--- src/rtl/truth_table_sweeper.sv ---
// Exhaustive truth-table sweeper: drives vec 0..TW-1, holds each for DWELL cycles, captures y at SAMPLE_AT.
// Sweep latency is TW*DWELL cycles from the start edge to done; start is ignored while a sweep runs.
module truth_table_sweeper #(
    parameter int N_IN      = 4,
    parameter int DWELL     = 10,
    parameter int SAMPLE_AT = 9,
    parameter int TW        = 2**N_IN
) (
    input  logic            clk_i,
    input  logic            reset_i,
    input  logic            start_i,
    input  logic            y_i,
    input  logic [TW-1:0]   expected_i,
    output logic [N_IN-1:0] vec_o,
    output logic            busy_o,
    output logic            done_o,
    output logic            pass_o,
    output logic [TW-1:0]   table_out_o,
    output logic [N_IN-1:0] fail_idx_o
);

    localparam int CW = (DWELL > 1) ? $clog2(DWELL) : 1;
    localparam logic [CW-1:0]   SAMPLE_C = CW'(SAMPLE_AT);
    localparam logic [CW-1:0]   LAST_C   = CW'(DWELL - 1);
    localparam logic [N_IN-1:0] VEC_LAST = {N_IN{1'b1}};

    typedef enum logic [1:0] {
        S_IDLE = 2'd0,
        S_RUN  = 2'd1,
        S_DONE = 2'd2
    } state_t;

    state_t          state_q;
    logic [N_IN-1:0] vec_q;
    logic [CW-1:0]   cnt_q;
    logic [TW-1:0]   table_q;
    logic            busy_q;
    logic            done_q;
    logic [N_IN-1:0] first_diff;

    always_ff @(posedge clk_i) begin
        if (reset_i) begin
            state_q <= S_IDLE;
            vec_q   <= '0;
            cnt_q   <= '0;
            table_q <= '0;
            busy_q  <= 1'b0;
            done_q  <= 1'b0;
        end else begin
            case (state_q)
                S_IDLE, S_DONE: begin
                    if (start_i) begin
                        state_q <= S_RUN;
                        vec_q   <= '0;
                        cnt_q   <= '0;
                        table_q <= '0;
                        busy_q  <= 1'b1;
                        done_q  <= 1'b0;
                    end
                end
                S_RUN: begin
                    // Capture and the final transition may share an edge; pass then sees the new bit.
                    if (cnt_q == SAMPLE_C) begin
                        table_q[vec_q] <= y_i;
                    end
                    if (cnt_q == LAST_C) begin
                        cnt_q <= '0;
                        if (vec_q == VEC_LAST) begin
                            state_q <= S_DONE;
                            busy_q  <= 1'b0;
                            done_q  <= 1'b1;
                        end else begin
                            vec_q <= vec_q + 1'b1;
                        end
                    end else begin
                        cnt_q <= cnt_q + 1'b1;
                    end
                end
                default: begin
                    state_q <= S_IDLE;
                end
            endcase
        end
    end

    // Scan from the top so the lowest mismatching index wins.
    always_comb begin
        first_diff = '0;
        for (int i = TW - 1; i >= 0; i--) begin
            if (table_q[i] != expected_i[i]) begin
                first_diff = N_IN'(i);
            end
        end
    end

    assign vec_o       = vec_q;
    assign busy_o      = busy_q;
    assign done_o      = done_q;
    assign table_out_o = table_q;
    assign pass_o      = done_q && (table_q == expected_i);
    assign fail_idx_o  = done_q ? first_diff : '0;

endmodule

--- config.mk ---
export PLATFORM = sky130hd
export DESIGN_NAME = truth_table_sweeper
export DESIGN_NICKNAME = d
export VERILOG_FILES = /design/src/rtl/truth_table_sweeper.sv
export SDC_FILE = /design/constraint.sdc
export NUM_CORES = 1
export LEC_CHECK = 0
export ABC_AREA = 0
export CORE_UTILIZATION = 30
export DETAILED_ROUTE_END_ITERATION = 8
export HOLD_SLACK_MARGIN = 0.05
export SLEW_MARGIN = 0
export SYNTH_ARGS = -nofsm -noshare
export SYNTH_HDL_FRONTEND = slang
export SYNTH_SLANG_ARGS = --single-unit
export TNS_END_PERCENT = 10
--- constraint.sdc ---
create_clock -name clk_i -period 1.8 [get_ports clk_i]
set_input_delay 0.36 -clock clk_i [delete_from_list [all_inputs] [get_ports clk_i]]
set_output_delay 0.36 -clock clk_i [all_outputs]
set_load 0.02 [all_outputs]
==> metrics.cfg <==
[run_status]
status = finished, violations left
violations = negative setup slack

[synthesis]
synth_top_area_share_pct = 32.0
syn_area_per_cell_um2 = 7.79
synthDistinctLibCells = 41
ys.flop_type = dfxtp_1
synth_compound_gate_area_share_pct = 25.6
synth_top_family_by_area = compound AO/OA/AOI/OAI gates
synth_edf_count = 0
synth-adder-area-share_pct = 4.29
synth_mux_area_share_pct = 0
synth.area.top_cells = dfxtp_1 32%, a21oi_1 13%, nand3_1 7.1%
yosys.area_share.xor_xnor_pct = 11.0
synth_top_area_cell = dfxtp_1
ys_warn_count = 0
synth-simple-area-share_pct = 20.7
syn_area_um2 = 1750
ys_async_sr_fraction_pct = 0
syn_nets = 251
ys_ff_latch = 28
yosysSeqAreaShare_pct = 32.0
syn_inst = 225

[global_routing]
grt.total_usage_pct = 16.3
grt_max_degree = 22
grt_antenna_before_repair = 0
gr-total-overflow = 0
grt_pass1_wl_mm = 8.07
first_global_vias = 1704

[detailed_routing]
wl_mm = 4.83
wl_per_cell_um = 13.0
drt_pre_antenna_iters = 4
drc = 0
first_iter_violations = 76
final_antenna_net_count = 0
viasPerCell = 4.95
vias = 1842

[clocking]
cts-buffers-inserted = 3
cts_setup_buffers = 0
cts-root-buf = clkbuf_8
cts-hold-fix-buffers = 0
tritoncts = done
cts_buffer_depth = 2
cts.sinks = 28
htreeDepth = 1
path_clk_slew_ns = 0.09
clkLatencyLatePin_ns = 0.26

[sta]
final-hold-violation-count = 0
tightest_slew_ns = 0.507
fin_ws_ns = -0.274
clock_skew_ns = 0.00245
min_period_ns = 2.07
maxSlewViolCount = 0
fin_crit_sh_pct = 115
slew_headroom_pct = 66.1
rsz0062_at_grt = true
clock.fmax_ghz = 0.482
setup_violations = 5

[finish]
fin_area_um2 = 2670
layout_common_cells = 45 x buf_4, 43 x a21oi_1, 26 x clkdlybuf4s50_1
drive_gt1_share_pct = 26.0
layout.nets = 328
diodes = 0
final_common_cell = buf_4
fin_util_pct = 47.8
syn_to_final_growth_pct = 52.1

[die]
die_width_um = 78.4
pin_count = 47
rows = 27
core_um2 = 5570
die-area_um2 = 6150
dieHeight_um = 78.4
initial_core_util_pct = 31.4

[worst_setup_path]
critPathKind = reg -> out
worst_setup_path_start_kind = flip-flop
end_kind = output port
regToRegSetupSlack_ns = 0.17
arrival_ns = 1.71
path_max_fanout = 4
cp.required_ns = 1.44

[power_and_ir_drop]
ir_drop_uv = 224
pwr_density_cell_nw_per_um2 = 469
p_leak_nw = 1.05

[run]
drv_cap = 0

[placed_design]
dp_hpwl_mm = 3.69
finalWeightedCongestion = 0.799
portBuffers = 46
placed_cell_area_um2 = 2570

[hold_path]
hold_path_class = reg -> reg

synthesized netlist by cell type, types with 2 or more instances:
cell type	instances
nor3_1	8
buf_4	3
xor2_1	12
nand2b_1	2
nand3_1	25
nand4_1	2
and2_1	2
nor2_1	11
clkbuf_2	5
buf_1	2
o31ai_1	2
nand2_1	3
ha_1	6
o211ai_1	3
o21ai_0	19
o21ai_1	2
or4_1	2
nor2b_1	3
inv_1	6
dfxtp_1	28
o21ba_2	2
a21oi_1	44
clkbuf_1	6
xnor2_1	10
cell families (layout without fill, tap and decap cells):
logic type,Yosys count,count (layout)
flops,28,28
buf+inv,23,98
fa+ha+maj,6,6
xor+xnor,22,22
simple gates,67,67
compound gates,79,79
power by group:
part	switching, mW	internal, mW	total (mW)
registers	0.0113	0.629	0.641
clock network	0.175	0.150	0.325
logic	0.150	0.135	0.285
total	0.336	0.914	1.25
per-layer routing:
metal / track usage [%] / vias up / wire length, um
li1: - / 948 / -
met1: 22.1 / 841 / 2270
met2: 27.7 / 51 / 2330
met3: 1.86 / 2 / 224
met4: 3.33 / 0 / 13
met5: 0 / - / 0
registers in the layout (all words and copies together), names as in the netlist:
name	flops
state_q	2
done_o	1
table_out_o	16
cnt_q	4
vec_o	4
busy_o	1
timing repair:
item	CTS	global route
endpoints found under the setup margin	7	8
pin swaps	12	2
resized for setup	55	5
critical path, stage by stage, from the launching register on:
cell and delay [ns]:
dfxtp_2 0.37, xor2_1 0.18, nor4_2 0.32, nand4_1 0.18, o21ba_2 0.27, buf_4 0.13
area by class of cell:
type | instances | area (um2)
Clock buffer | 3 | 41.3
Fill cell | 580 | 2910
Inverter | 6 | 22.5
Multi-Input combinational cell | 174 | 1180
Sequential cell | 28 | 567
Tap cell | 72 | 90.1
Timing Repair Buffer | 89 | 764
per-stage QoR:
| step | cells | hold slack [ns] | setup slack, ns | setup TNS [ns] | total power [mW] |
|---|---|---|---|---|---|
| floorplan | 225 | 0.466 | -0.0570 | -0.103 | 0.802 |
| global placement | 369 | 0.488 | -0.979 | -4.40 | 0.935 |
| detailed placement | 369 | 0.487 | -1.02 | -4.44 | 0.937 |
| CTS | 372 | 0.507 | -0.289 | -1.17 | 1.27 |
| global route | 372 | 0.553 | -0.355 | -1.50 | 1.33 |
| finish | 372 | 0.504 | -0.274 | -1.14 | 1.25 |
path summary, 6_finish.rpt:
| kind | startpoint | endpoint | depth (start not counted) |
|---|---|---|---|
| worst max register to register | cnt_q[0] | vec_o[3] | 5 |
| worst max-delay path | table_out_o[7] | fail_idx_o[3] | 5 |
| worst min-delay path | busy_o | busy_o | 2 |
| worst min register to register | busy_o | busy_o | 2 |
Power figures use the tool's default switching activity.
